==> src/rtl/mem_stage_pkg.sv <==
// mem_stage_pkg: shared definitions for the MEM pipeline stage.
//   - ALU operation codes for the load/store instructions
//   - MEM-stage state encodings and bus size codes
//   - small decode helpers used by mem_stage and mem_load_align
package mem_stage_pkg;

    // Load/store operation codes on mem_alu_op
    localparam logic [7:0] OP_LB  = 8'hE0;
    localparam logic [7:0] OP_LH  = 8'hE1;
    localparam logic [7:0] OP_LW  = 8'hE3;
    localparam logic [7:0] OP_LBU = 8'hE4;
    localparam logic [7:0] OP_LHU = 8'hE5;
    localparam logic [7:0] OP_SB  = 8'hE8;
    localparam logic [7:0] OP_SH  = 8'hE9;
    localparam logic [7:0] OP_SW  = 8'hEB;

    // Pipeline stall vector polarity
    localparam logic STOP     = 1'b1;
    localparam logic NOT_STOP = 1'b0;

    // Bus transfer size codes
    localparam logic [1:0] SIZE_BYTE = 2'd0;
    localparam logic [1:0] SIZE_HALF = 2'd1;
    localparam logic [1:0] SIZE_WORD = 2'd2;

    typedef enum logic [1:0] {
        ST_IDLE      = 2'd0,
        ST_WAIT_DATA = 2'd1,
        ST_DONE      = 2'd2
    } mem_state_e;

    function automatic logic is_load_op(input logic [7:0] op);
        logic res;
        case (op)
            OP_LB, OP_LBU, OP_LH, OP_LHU, OP_LW: res = 1'b1;
            default:                             res = 1'b0;
        endcase
        return res;
    endfunction

    function automatic logic is_store_op(input logic [7:0] op);
        logic res;
        case (op)
            OP_SB, OP_SH, OP_SW: res = 1'b1;
            default:             res = 1'b0;
        endcase
        return res;
    endfunction

    function automatic logic [1:0] op_size(input logic [7:0] op);
        logic [1:0] res;
        case (op)
            OP_LB, OP_LBU, OP_SB: res = SIZE_BYTE;
            OP_LH, OP_LHU, OP_SH: res = SIZE_HALF;
            OP_LW, OP_SW:         res = SIZE_WORD;
            default:              res = SIZE_BYTE;
        endcase
        return res;
    endfunction

    function automatic logic is_misaligned(input logic [1:0] size, input logic [1:0] addr_lo);
        logic res;
        case (size)
            SIZE_HALF: res = (addr_lo[0] != 1'b0);
            SIZE_WORD: res = (addr_lo != 2'b00);
            default:   res = 1'b0;
        endcase
        return res;
    endfunction

    // Stores replicate the datum across every lane; the bridge picks the lane from the address.
    function automatic logic [31:0] store_data(input logic [7:0] op, input logic [31:0] rt);
        logic [31:0] res;
        case (op)
            OP_SB:   res = {4{rt[7:0]}};
            OP_SH:   res = {2{rt[15:0]}};
            OP_SW:   res = rt;
            default: res = 32'h0000_0000;
        endcase
        return res;
    endfunction

endpackage

==> src/rtl/mem_load_align.sv <==
// mem_load_align: extracts and extends load data from a little-endian bus word.
//   alu_op     in  8   load operation code
//   addr       in  2   low address bits (byte lane / half lane select)
//   rdata      in  32  raw bus word
//   load_value out 32  sign/zero-extended load result
module mem_load_align
    import mem_stage_pkg::*;
(
    input  logic [7:0]  alu_op,
    input  logic [1:0]  addr,
    input  logic [31:0] rdata,
    output logic [31:0] load_value
);

    logic [7:0]  byte_s;
    logic [15:0] half_s;

    // Lane selection from the low address bits
    always_comb begin
        byte_s = 8'h00;
        case (addr)
            2'd0:    byte_s = rdata[7:0];
            2'd1:    byte_s = rdata[15:8];
            2'd2:    byte_s = rdata[23:16];
            2'd3:    byte_s = rdata[31:24];
            default: byte_s = rdata[7:0];
        endcase
        if (addr[1]) begin
            half_s = rdata[31:16];
        end else begin
            half_s = rdata[15:0];
        end
    end

    // Sign or zero extension by operation
    always_comb begin
        load_value = rdata;
        case (alu_op)
            OP_LB:   load_value = {{24{byte_s[7]}}, byte_s};
            OP_LBU:  load_value = {24'h00_0000, byte_s};
            OP_LH:   load_value = {{16{half_s[15]}}, half_s};
            OP_LHU:  load_value = {16'h0000, half_s};
            OP_LW:   load_value = rdata;
            default: load_value = rdata;
        endcase
    end

endmodule

==> src/rtl/mem_stage.sv <==
// mem_stage: MEM pipeline stage. Issues loads/stores on the SRAM-like data
// bus, stalls the pipeline while an access is outstanding, and forwards
// write-back fields to MEM/WB. Non-memory ops pass straight through.
//   clk, rst                     clock, synchronous active-high reset
//   mem_*                        EX/MEM register fields
//   stall                        pipeline stall vector (bit 4 = this stage)
//   wb_*                         MEM/WB register fields
//   stall_req                    stall request while an access is outstanding
//   exc_adel/exc_ades/bad_vaddr  load/store address error report
//   data_*                       data bus request/response
module mem_stage
    import mem_stage_pkg::*;
#(
    parameter int ADDR_W = 32,
    parameter int DATA_W = 32
) (
    input  logic              clk,
    input  logic              rst,
    input  logic [DATA_W-1:0] mem_reg_write_data,
    input  logic [4:0]        mem_reg_write_addr,
    input  logic              mem_reg_write_en,
    input  logic [DATA_W-1:0] mem_hi_write_data,
    input  logic [DATA_W-1:0] mem_lo_write_data,
    input  logic              mem_hilo_write_en,
    input  logic [7:0]        mem_alu_op,
    input  logic [ADDR_W-1:0] mem_mem_addr,
    input  logic [DATA_W-1:0] mem_operand_2,
    input  logic              mem_cp0_reg_write_en,
    input  logic [4:0]        mem_cp0_reg_write_addr,
    input  logic [DATA_W-1:0] mem_cp0_reg_write_data,
    input  logic [5:0]        stall,
    output logic [DATA_W-1:0] wb_reg_write_data,
    output logic [4:0]        wb_reg_write_addr,
    output logic              wb_reg_write_en,
    output logic [DATA_W-1:0] wb_hi_write_data,
    output logic [DATA_W-1:0] wb_lo_write_data,
    output logic              wb_hilo_write_en,
    output logic              wb_cp0_reg_write_en,
    output logic [4:0]        wb_cp0_reg_write_addr,
    output logic [DATA_W-1:0] wb_cp0_reg_write_data,
    output logic              stall_req,
    output logic              exc_adel,
    output logic              exc_ades,
    output logic [ADDR_W-1:0] bad_vaddr,
    output logic              data_req,
    output logic              data_wr,
    output logic [1:0]        data_size,
    output logic [ADDR_W-1:0] data_addr,
    output logic [DATA_W-1:0] data_wdata,
    input  logic              data_addr_ok,
    input  logic              data_data_ok,
    input  logic [DATA_W-1:0] data_rdata
);

    mem_state_e        state_r;
    mem_state_e        next_state_s;
    logic [DATA_W-1:0] rdata_buf_r;
    logic              capture_s;
    logic [DATA_W-1:0] load_value_s;

    logic       is_load_s;
    logic       is_store_s;
    logic       is_mem_s;
    logic [1:0] size_s;
    logic       misalign_s;
    logic       access_s;
    logic       stall_req_s;
    logic       issue_s;
    logic       unused_s;

    assign is_load_s  = is_load_op(mem_alu_op);
    assign is_store_s = is_store_op(mem_alu_op);
    assign is_mem_s   = is_load_s | is_store_s;
    assign size_s     = op_size(mem_alu_op);
    assign misalign_s = is_mem_s & is_misaligned(size_s, mem_mem_addr[1:0]);
    assign access_s   = is_mem_s & ~misalign_s;

    // The stage stalls until DONE; DONE itself releases the pipeline.
    assign stall_req_s = access_s & ((state_r == ST_IDLE) | (state_r == ST_WAIT_DATA));

    // stall[4] is normally raised by our own stall_req, so that cause must not block issue.
    assign issue_s = access_s & (state_r == ST_IDLE) & ((stall[4] == NOT_STOP) | stall_req_s);

    // Only stall[4] matters to this stage
    assign unused_s = ^{stall[5], stall[3:0]};

    mem_load_align u_load_align (
        .alu_op     (mem_alu_op),
        .addr       (mem_mem_addr[1:0]),
        .rdata      (rdata_buf_r),
        .load_value (load_value_s)
    );

    // State register
    always_ff @(posedge clk) begin
        if (rst) begin
            state_r <= ST_IDLE;
        end else begin
            state_r <= next_state_s;
        end
    end

    // Load data buffer, held through DONE so the result stays stable while stalled
    always_ff @(posedge clk) begin
        if (rst) begin
            rdata_buf_r <= '0;
        end else if (capture_s) begin
            rdata_buf_r <= data_rdata;
        end else begin
            rdata_buf_r <= rdata_buf_r;
        end
    end

    // Next-state and capture decision
    always_comb begin
        next_state_s = state_r;
        capture_s    = 1'b0;
        case (state_r)
            ST_IDLE: begin
                // data_ok without an accepted address is stray and ignored
                if (issue_s && data_addr_ok) begin
                    if (data_data_ok) begin
                        capture_s    = 1'b1;
                        next_state_s = ST_DONE;
                    end else begin
                        next_state_s = ST_WAIT_DATA;
                    end
                end else begin
                    next_state_s = ST_IDLE;
                end
            end
            ST_WAIT_DATA: begin
                if (data_data_ok) begin
                    capture_s    = 1'b1;
                    next_state_s = ST_DONE;
                end else begin
                    next_state_s = ST_WAIT_DATA;
                end
            end
            ST_DONE: begin
                if (stall[4] == NOT_STOP) begin
                    next_state_s = ST_IDLE;
                end else begin
                    next_state_s = ST_DONE;
                end
            end
            default: next_state_s = ST_IDLE;
        endcase
    end

    // Output decode
    always_comb begin
        wb_reg_write_data     = '0;
        wb_reg_write_addr     = 5'd0;
        wb_reg_write_en       = 1'b0;
        wb_hi_write_data      = '0;
        wb_lo_write_data      = '0;
        wb_hilo_write_en      = 1'b0;
        wb_cp0_reg_write_en   = 1'b0;
        wb_cp0_reg_write_addr = 5'd0;
        wb_cp0_reg_write_data = '0;
        stall_req             = 1'b0;
        exc_adel              = 1'b0;
        exc_ades              = 1'b0;
        bad_vaddr             = '0;
        data_req              = 1'b0;
        data_wr               = 1'b0;
        data_size             = SIZE_BYTE;
        data_addr             = '0;
        data_wdata            = '0;
        if (rst) begin
            stall_req = 1'b0;
        end else begin
            wb_reg_write_addr     = mem_reg_write_addr;
            wb_reg_write_en       = mem_reg_write_en;
            wb_hi_write_data      = mem_hi_write_data;
            wb_lo_write_data      = mem_lo_write_data;
            wb_hilo_write_en      = mem_hilo_write_en;
            wb_cp0_reg_write_en   = mem_cp0_reg_write_en;
            wb_cp0_reg_write_addr = mem_cp0_reg_write_addr;
            wb_cp0_reg_write_data = mem_cp0_reg_write_data;

            if (access_s && is_load_s) begin
                wb_reg_write_data = load_value_s;
            end else begin
                wb_reg_write_data = mem_reg_write_data;
            end

            if (misalign_s) begin
                wb_reg_write_en     = 1'b0;
                wb_hilo_write_en    = 1'b0;
                wb_cp0_reg_write_en = 1'b0;
                exc_adel            = is_load_s;
                exc_ades            = is_store_s;
                bad_vaddr           = mem_mem_addr;
            end else begin
                exc_adel  = 1'b0;
                exc_ades  = 1'b0;
                bad_vaddr = '0;
            end

            // Address, size and wdata stay valid for the whole access so they
            // are stable while the bus withholds addr_ok.
            if (access_s) begin
                data_wr    = is_store_s;
                data_size  = size_s;
                data_addr  = mem_mem_addr;
                data_wdata = store_data(mem_alu_op, mem_operand_2);
            end else begin
                data_wr    = 1'b0;
                data_size  = SIZE_BYTE;
                data_addr  = '0;
                data_wdata = '0;
            end

            data_req  = issue_s;
            stall_req = stall_req_s;
        end
    end

endmodule
==> config.mk <==
export PLATFORM = sky130hd
export DESIGN_NAME = mem_stage
export DESIGN_NICKNAME = d
export VERILOG_FILES = /design/src/rtl/mem_stage_pkg.sv /design/src/rtl/mem_load_align.sv /design/src/rtl/mem_stage.sv
export SDC_FILE = /design/constraint.sdc
export NUM_CORES = 1
export LEC_CHECK = 0
export ABC_AREA = 1
export CAP_MARGIN = 20
export CORE_AREA = 2 2 194 196
export DETAILED_ROUTE_END_ITERATION = 10
export DIE_AREA = 0 0 196 198
export PLACE_DENSITY = 0.48
export SYNTH_ARGS = -nofsm -noshare
export SYNTH_HDL_FRONTEND = slang
export SYNTH_SLANG_ARGS = --single-unit
==> constraint.sdc <==
create_clock -name clk -period 3.9 [get_ports clk]
set_clock_uncertainty 0.05 [all_clocks]
set_input_delay 0.78 -clock clk [delete_from_list [all_inputs] [get_ports clk]]
set_output_delay 0.78 -clock clk [all_outputs]
set_load 0.05 [all_outputs]
==> results of run 1 <==
[worst max-delay path: cells and delay by family]
family / cells / cell delay (ps)
AND/OR/NAND/NOR: 8 / 780
adder cells (fa/ha/maj): 1 / 210
AO/OA/AOI/OAI: 1 / 150
buffers and inverters: 9 / 1030
[cells in the mapped netlist (all sizes together)]
library cell    n  share of area
o22ai           1         0.0013
buf            22          0.027
nand3          20          0.027
nor3            2         0.0021
a21oi          56          0.059
nor3b           3         0.0047
ha              2         0.0052
nand4          35          0.047
a32oi           2         0.0037
dfxtp          34           0.14
a32o            2         0.0042
nand2         202           0.16
or2             1         0.0013
a31o            1         0.0018
clkinv          4         0.0031
clkbuf         35          0.027
o21a            1         0.0016
o211ai         11          0.017
inv           272           0.21
nor2          227           0.18
a21boi          7          0.011
o21ai          43          0.045
a31oi           8          0.010
[kinds of logic (layout without fill, tap and decap cells)]
family                   count (synthesis)  after routing  share of synthesized area
AND/OR/NAND/NOR                        490            490                     0.4256
buffers and inverters                  333            883                     0.2713
AO/OA/AOI/OAI                          132            132                     0.1556
flip-flops                              34             34                     0.1423
adder cells (fa/ha/maj)                  2              2                   0.005231
other                                    0              1                          0
[stage by stage]
step / hold WS (ps) / worst slack (ps) / power [mW]
detailed placement: 453.0 / -506.7 / 1.391
global placement: 448.4 / -433.3 / 1.390
CTS: 461.5 / 18.67 / 1.799
global route: 486.9 / -8.513 / 1.884
finish: 458.9 / 118.1 / 1.796
floorplan: 433.7 / -143.9 / 0.8398
[worst min-delay path by stage]
| stage | start | to | slack (ps) | cells past startpoint |
|---|---|---|---|---|
| final | state_r[1] | state_r[1] | 460 | 2 |
| after global routing | state_r[1] | state_r[1] | 490 | 2 |
| after CTS | state_r[1] | state_r[1] | 460 | 2 |
| after detailed placement | state_r[1] | state_r[1] | 450 | 2 |
| after global placement | state_r[1] | state_r[1] | 450 | 2 |
| after floorplan | state_r[1] | state_r[1] | 430 | 2 |
[routing by layer]
layer | part of all wire | vias to the layer above
met5 | 0.0012 | -
met3 | 0.085 | 17
met4 | 0.0036 | 6
li1 | - | 4014
met2 | 0.47 | 255
met1 | 0.44 | 3505
[state kept, by name (all words and copies together) (netlist names)]
signal,cells
rdata_buf_r,32
state_r,2
[power groups by stage]
stage                     Clock (mW)  Combinational, mW  Sequential (mW)
after floorplan                    0              0.479            0.360
after global placement             0               1.03            0.361
after detailed placement           0               1.03            0.361
after CTS                      0.405               1.04            0.353
after global routing           0.423               1.11            0.354
final                          0.395               1.05            0.353
[final cells by class]
type | instances | area share
Inverter | 276 | 0.08024
Clock inverter | 2 | 0.001053
Sequential cell | 34 | 0.05209
Multi-Input combinational cell | 624 | 0.2570
Tap cell | 474 | 0.04539
Timing Repair Buffer | 599 | 0.5542
Antenna cell | 1 | 0.0001915
Clock buffer | 6 | 0.009862
[what timing repair did]
item / CTS / global route
resized for setup: 42 / 54
setup endpoints to repair: 138 / 123
cloned: 1 / 2
pin swaps: 17 / 26
buffers inserted: 20 / 10
==> results.md, run 1 <==
- WP data required: 3070 ps
- Setup violators final: 0
- Die Y-Extent: 198 um
- Clock power frac: 0.220
- Die ar.: 38810 um^2
- Commonest non-fill, non-tap cell in the layout: clkdlybuf4s50_1
- Slew @ Worst Pin: 650.9 ps
- Area occupied by multi-input gates: 3358 um^2
- Crit-path slowest cell: ha_4
- Core area: 36960 um^2
- WS Path Type: primary input to output port
- DP Area: 12320 um^2
- WL per Instance: 16.15 um
- Met3 global-route usage: 0.04905
- Setup crit end kind: output port
- Largest net degree at the start of global routing: 41
- GPL Wtd Cong: 0.8013
- Vias in the first global route: 7446
- Clock transition at path regs: 60 ps
- GR Overflow Total: 0
- Total track usage: 0.1546
- Critical Path Fanout Max: 12
- Antenna-violating nets left: 0
- DRC: 0
- Max frequency: 264.4 MHz
- Seq. cell area: 680.7 um^2
- Distinct cells, synth: 34
- Layout cells sized above 1: 0.2615
- Pwr Density: 137.4 nW/um^2
- Horiz. Die Dim: 196 um
- I/O pin cnt: 499
- GR met2 Demand/Resource: 0.2537
- Post-DP HPWL: 27.10 mm
- Max Cap Viol: 0
- Final Util: 0.3536
- Leak: 5.984 nW
- YS warnings: 0
- Highest-count cells in the layout ignoring fill and taps: clkdlybuf4s50_1, inv_1, nand2_1, nor2_1, buf_12
- Register area share after synthesis: 0.1423
- TritonCTS clock tree: done
- Yosys reg bits: 34
- Final nets: 1797
- Cells after synthesis: 991
- WL final: 32.56 mm
- Hold buffers post-CTS: 0
- Worst R2R Setup Slack: 1980 ps
- Sequential power share: 0.197
- Crit path cell chain: clkbuf_2, nand2_2, nor2_8, nand2_2, inv_2, nand2_2, inv_2, nor2_4, ha_4, inv_2, nand2_2, nor2_4, nor2_4, buf_6, buf_12, clkbuf_16, buf_4, a21oi_4, buf_12
- CP startpoint: mem_alu_op[5]
- Met1 usage: 0.2064
- Cell mode on critical path: nand2_2
- Setup crit end: wb_reg_write_data[17]
- Site Rows: 71
- Critical Path AT: 2950 ps
- Maximum clock path buffer count: 2
- Busiest grt layer: met2
- Fin Setup TNS: 0 ps
- Largest stage delay, worst path: 210 ps
- Initial antenna violation count: 4
- Synth Cell Area: 4783 um^2
- CTS Buf Count: 5
- DR pass1 iterations: 4
- Fillers: 3954
- Skew-Pair Late Insertion Delay: 280 ps
- Sw frac: 0.4041
- Sinks on Clock Net: 34
- Max VDD drop: 0.0001258 V
- P_sw: 0.7257 mW
- Placed cells: 1973
- DRT iter0 DRCs: 367
- Net Count, Synth: 1248
- HP Class: register to register
- Vias per cell: 3.868
- # port buffers: 493
- H-tree levels: 2
- Worst reg2reg endpoint: rdata_buf_r[15]
- Int Pwr: 1.070 mW
- Hold Fails Final Rpt: 0
- Gate power share: 0.583
- Final Non-Filler Cells: 2016
- Min Tclk post-route: 3782 ps
- Area grow syn2layout: 173.2%
- Final slew viol count: 0
- Period utilisation layout: 0.9697
- Worst r2r src: state_r[1]
- Slew HR: 0.5647
- Vias: 7797
- Initial Util: 0.1294
- Syn Area/Cell: 4.827 um^2
- Fin area: 13070 um^2
- Worst r2r path cells: 6
- Root buf cell: clkbuf_16
- Worst Setup Start Kind: primary input
- First-pass GRT wire length: 46.46 mm
- Outcome: finished clean
Note: power is estimated with default switching activity, not from simulation.
==> inputs of run 2 (changes only) <==
--- a/config.mk
+++ b/config.mk
@@ -10,7 +10,9 @@
 export CORE_AREA = 2 2 194 196
 export DETAILED_ROUTE_END_ITERATION = 10
 export DIE_AREA = 0 0 196 198
+export GPL_TIMING_DRIVEN = 1
 export PLACE_DENSITY = 0.48
+export SKIP_CTS_REPAIR_TIMING = 1
 export SYNTH_ARGS = -nofsm -noshare
 export SYNTH_HDL_FRONTEND = slang
 export SYNTH_SLANG_ARGS = --single-unit
==> run 2 against run 1 <==
Effect of this change: fmax down 0.13%; final area down 1.0%; combinational power about the same; sequential share of layout area up 0.054 points.
==> results.md, run 2 (synthesis gave the netlist of run 1 again) <==
- Outcome: finished clean
- TritonCTS clock tree: done
- Max VDD drop: 0.0001257 V (about the same)
- WL final: 32.07 mm (-1.5%)
- Setup violators final: 0 (unchanged)
- I/O pin cnt: 499 (unchanged)
- CP startpoint: mem_alu_op[4]
- Critical Path Fanout Max: 9 (-3)
- # port buffers: 493 (unchanged)
- Skew-Pair Late Insertion Delay: 280 ps (about the same)
- Antenna-violating nets left: 0 (unchanged)
- Worst hold start: state_r[1]
- Biggest register: rdata_buf_r
- HP Class: register to register
- Die Y-Extent: 198 um (unchanged)
- WS Path Type: primary input to output port
- Die ar.: 38810 um^2 (unchanged)
- Post-DP HPWL: 27.10 mm (unchanged)
- WP data required: 3070 ps (about the same)
- Vias: 7684 (-1.4%)
- Site Rows: 71 (unchanged)
- Worst r2r path cells: 6 (unchanged)
- Initial antenna violation count: 4 (unchanged)
- WL per Instance: 16.06 um (-0.52%)
- Worst R2R Setup Slack: 2000 ps (+20 ps)
- Worst Setup Start Kind: primary input
- DRT iter0 DRCs: 309 (-16%)
- CTS Buf Count: 5 (unchanged)
- Core area: 36960 um^2 (unchanged)
- Highest-count cells in the layout ignoring fill and taps: clkdlybuf4s50_1, inv_1, nand2_1
- Final Non-Filler Cells: 1996 (-0.99%)
- Vias per cell: 3.850 (-0.46%)
- Placed cells: 1973 (unchanged)
- Largest net degree at the start of global routing: 41 (unchanged)
- Clock transition at path regs: 60 ps (about the same)
- Worst reg2reg endpoint: rdata_buf_r[15]
- GR Overflow Total: 0 (unchanged)
- H-tree levels: 2 (unchanged)
- Setup crit end kind: output port
- Max frequency: 264.1 MHz (-0.13%)
- Min Tclk post-route: 3787 ps (+5.011 ps)
- Total track usage: 0.1521 (-0.002435)
- Area grow syn2layout: 170.4%
- Max Cap Viol: 0 (unchanged)
- Worst r2r src: state_r[1]
- Root buf cell: clkbuf_16
- Horiz. Die Dim: 196 um (unchanged)
- GPL Wtd Cong: 0.8013 (unchanged)
- Fin Setup TNS: 0 ps (unchanged)
- Hold Path Sink: state_r[1]
- Hold Fails Final Rpt: 0 (unchanged)
- First-pass GRT wire length: 45.73 mm (-1.6%)
- Vias in the first global route: 7259 (-2.5%)
- Pwr Density: 138.8 nW/um^2 (+1.0%)
- Maximum clock path buffer count: 2 (unchanged)
- Hold Path Cell Cnt: 2 (unchanged)
- Critical Path AT: 2960 ps (about the same)
- Final nets: 1776 (-1.2%)
- Layout cells sized above 1: 0.2467 (-0.01481)
- Sinks on Clock Net: 34 (unchanged)
- DRC: 0 (unchanged)
- Final slew viol count: 0 (unchanged)
- DR pass1 iterations: 4 (unchanged)
- Period utilisation layout: 0.9710 (+0.001285)
- Largest regs: rdata_buf_r: 32 flops, state_r: 2 flops
- Commonest non-fill, non-tap cell in the layout: clkdlybuf4s50_1
- Largest register FFs: 32 (unchanged)
- Initial Util: 0.1294 (unchanged)
- Slew HR: 0.5646 (about the same)
- Leak: 5.936 nW (-0.80%)
- Slew @ Worst Pin: 651.1 ps (+0.2028 ps)
[run 2: cell types whose count changed in the layout (fill, tap and decap cells not counted), sizes merged]
cell,before,now
inv,269,270
clkinv,7,6
diode,1,2
buf,242,222
dlymetal6s2s,0,7
bufbuf,1,0
clkbuf,16,9
[run 2: worst max path at each step]
stage	endpoint	slack (ps)	cells after the start
floorplan	data_wdata[24]	-140	17
global placement	data_wdata[30]	-430	18
detailed placement	data_wdata[30]	-510	18
CTS	data_wdata[30]	-510	18
global route	data_wdata[31]	-20	18
finish	data_wdata[31]	110	19
[run 2: metrics by stage]
step	power, mW	utilization	hold slack (ps)	cell area [um^2]	setup WS (ps)
finish	1.795	0.3499	458.7	12930	113.1
global route	1.882	0.3498	486.9	12930	-20.52
CTS	1.794	0.3371	461.5	12460	-513.1
detailed placement	1.391	0.3333	453.0	12320	-506.7
global placement	1.390	0.3333	448.4	12320	-433.3
floorplan	0.8398	-	433.7	5134	-143.9
[run 2: critical path: stages]
cell and delay, ps:
clkbuf_2 80, inv_2 40, nand2_2 80, nor2_8 180, buf_6 120, inv_1 50
nor2_4 140, inv_2 50, ha_1 200, a21oi_2 170, nor2_4 70, nor2_4 140
nand2_4 80, buf_12 150, buf_4 140, a21oi_4 170, nand2_2 70, nand2_2 80
buf_12 130
[run 2: final cells by class]
class,count,area [um^2]
Antenna cell,2,5.005
Clock buffer,6,128.9
Clock inverter,2,13.76
Fill cell,3967,24020
Inverter,276,1046
Multi-Input combinational cell,624,3357
Sequential cell,34,680.7
Tap cell,474,593.1
Timing Repair Buffer,578,7108
[run 2: power by group]
group	total [mW]	internal (mW)	switching [mW]
combinational	1.04	0.480	0.565
clock	0.397	0.237	0.160
sequential	0.353	0.351	0.00196
[run 2: per-layer routing]
metal / up-vias / track usage / routed length [um]
li1: 3973 / - / -
met1: 3453 / 0.2064 / 14350
met2: 244 / 0.2462 / 15060
met3: 10 / 0.04769 / 2561
met4: 4 / 0.009540 / 65
met5: - / 0 / 22
==> inputs of run 3 (changes only) <==
--- a/config.mk
+++ b/config.mk
@@ -10,8 +10,10 @@
 export CORE_AREA = 2 2 194 196
 export DETAILED_ROUTE_END_ITERATION = 10
 export DIE_AREA = 0 0 196 198
+export DONT_BUFFER_PORTS = 1
+export GPL_ROUTABILITY_DRIVEN = 0
 export GPL_TIMING_DRIVEN = 1
-export PLACE_DENSITY = 0.48
+export PLACE_DENSITY = 0.3
 export SKIP_CTS_REPAIR_TIMING = 1
 export SYNTH_ARGS = -nofsm -noshare
 export SYNTH_HDL_FRONTEND = slang
==> run 3 against run 2 <==
Effect of this change: die area stayed put; setup slack gained 60 ps; register-to-register slack better by 250 ps.
==> results.md, run 3 (synthesis gave the netlist of run 1 again) <==
- Outcome: finished clean
- Clock transition at path regs: 50 ps (about the same)
- Highest-count cells in the layout ignoring fill and taps: inv_1, nand2_1, nor2_1
- Fin area: 7570 um^2 (-41%)
- Core area: 36960 um^2 (unchanged)
- DR pass1 iterations: 5 (+1)
- Die ar.: 38810 um^2 (unchanged)
- Maximum clock path buffer count: 2 (unchanged)
- Hold Fails Final Rpt: 0 (unchanged)
- Horiz. Die Dim: 196 um (unchanged)
- Crit path cell chain: inv_1, nand2_2, nor2_8, nand2_2, inv_2, nand2_2, inv_2, nor2_2, ha_1, inv_1, nand2_1, nor2_4, nor2_2, nand2_2, clkinvlp_4, buf_6, a32oi_1, inv_1, buf_12
- DP Area: 7343 um^2 (-40%)
- Total power draw: 1.427 mW (-20%)
- WL final: 28.58 mm (-11%)
- Seq. cell area: 680.7 um^2 (unchanged)
- # port buffers: 0 (-100%)
- H-tree levels: 2 (unchanged)
- Min Tclk post-route: 3727 ps (-60.14 ps)
- Final Util: 0.2048 (-0.1451)
- Area grow syn2layout: 58.25%
- Max frequency: 268.3 MHz (+1.6%)
- Post-place setup slack: 10.10 ps (+516.8 ps)
- Critical Path Fanout Max: 8 (-1)
- Layout cells sized above 1: 0.2760 (+0.02934)
- Final Non-Filler Cells: 1598 (-20%)
- Crit-path slowest cell: ha_1
- Cell mode on critical path: nand2_2
- Initial Util: 0.1294 (unchanged)
- Total track usage: 0.1369 (-0.01526)
- WL per Instance: 17.88 um (+11%)
- GR Overflow Total: 0 (unchanged)
- WP data required: 3070 ps (about the same)
- Slew HR: 0.2402 (-0.3243)
- Final worst slack: 173.3 ps (+60.13 ps)
- Period utilisation layout: 0.9556 (-0.01542)
- CTS Buf Count: 5 (unchanged)
- Skew-Pair Late Insertion Delay: 280 ps (about the same)
- Unrepaired setup endpoints after global routing: false
- Vias in the first global route: 5878 (-19%)
- Fillers: 4309 (+8.6%)
- Post-DP HPWL: 23.99 mm (-11%)
- Biggest register: rdata_buf_r
- Pwr Density: 188.5 nW/um^2 (+36%)
- Largest register FFs: 32 (unchanged)
- Largest net degree at the start of global routing: 120 (+190%)
- Commonest non-fill, non-tap cell in the layout: inv_1
- Root buf cell: clkbuf_16
- Critical Path AT: 2900 ps (-60 ps)
- Setup crit end kind: output port
- Setup violators final: 0 (unchanged)
- WS Path Type: primary input to output port
- Final nets: 1379 (-22%)
- I/O pin cnt: 499 (unchanged)
- Largest regs: rdata_buf_r: 32 flops, state_r: 2 flops
- Final slew viol count: 0 (unchanged)
- Site Rows: 71 (unchanged)
- Largest stage delay, worst path: 260 ps (+60 ps)
- Worst Setup Start Kind: primary input
- TritonCTS clock tree: done
- Slew @ Worst Pin: 1135 ps (+484.4 ps)
- DRT iter0 DRCs: 329 (+6.5%)
- Sinks on Clock Net: 34 (unchanged)
- Vias per cell: 4.067 (+5.6%)
- Initial antenna violation count: 10 (+6)
- Max Cap Viol: 0 (unchanged)
- Placed cells: 1586 (-20%)
- Antenna-violating nets left: 0 (unchanged)
- Area occupied by multi-input gates: 3179 um^2 (-5.3%)
- Leak: 3.973 nW (-33%)
- Vias: 6499 (-15%)
- Max VDD drop: 0.0001331 V (+5.9%)
- Die Y-Extent: 198 um (unchanged)
- HP Class: register to register
- First-pass GRT wire length: 39.45 mm (-14%)
- DRC: 0 (unchanged)
==> run 3: worst max-delay path: cells and delay by family <==
kind	cells	cell delay, ps
AOI/OAI and AO/OA	1	150
adders and majority gates	1	260
buffers and inverters	8	820
and+or+nand+nor	9	860
==> run 3: layer usage <==
layer | track usage | wire (um) | vias up
li1 | - | - | 3177
met4 | 0.01627 | 308 | 8
met5 | 0 | 53 | -
met2 | 0.2065 | 12200 | 343
met1 | 0.1896 | 13080 | 2940
met3 | 0.05110 | 2934 | 31
==> run 3: final cells by class <==
cell class	instances	area share
Sequential cell	34	0.08992
Timing Repair Buffer	181	0.2516
Antenna cell	1	0.0003306
Tap cell	474	0.07835
Multi-Input combinational cell	624	0.4200
Inverter	276	0.1379
Clock inverter	2	0.004959
Clock buffer	6	0.01702
==> run 3: final timing paths <==
check                startpoint             end  slack, ps  depth (start not counted)
setup / recovery  mem_alu_op[4]  data_wdata[25]        170                         19
hold / removal       state_r[1]      state_r[1]        450                          2
setup reg to reg     state_r[1]  rdata_buf_r[7]       2250                          6
hold reg to reg      state_r[1]      state_r[1]        450                          2
==> run 3: report_power, final <==
| part | switching [mW] | internal, mW | leakage, nW |
|---|---|---|---|
| logic | 0.465 | 0.147 | 3.62 |
| clock network | 0.160 | 0.302 | 0.0771 |
| registers | 0.00179 | 0.351 | 0.274 |
| total | 0.627 | 0.800 | 3.97 |
==> run 3: per-stage QoR <==
step / setup TNS, ps / hold WS [ps]
after floorplan: -2066 / 433.7
after global placement: 0 / 450.9
after detailed placement: 0 / 453.3
after CTS: -12.22 / 458.8
after global routing: 0 / 499.1
final: 0 / 454.4
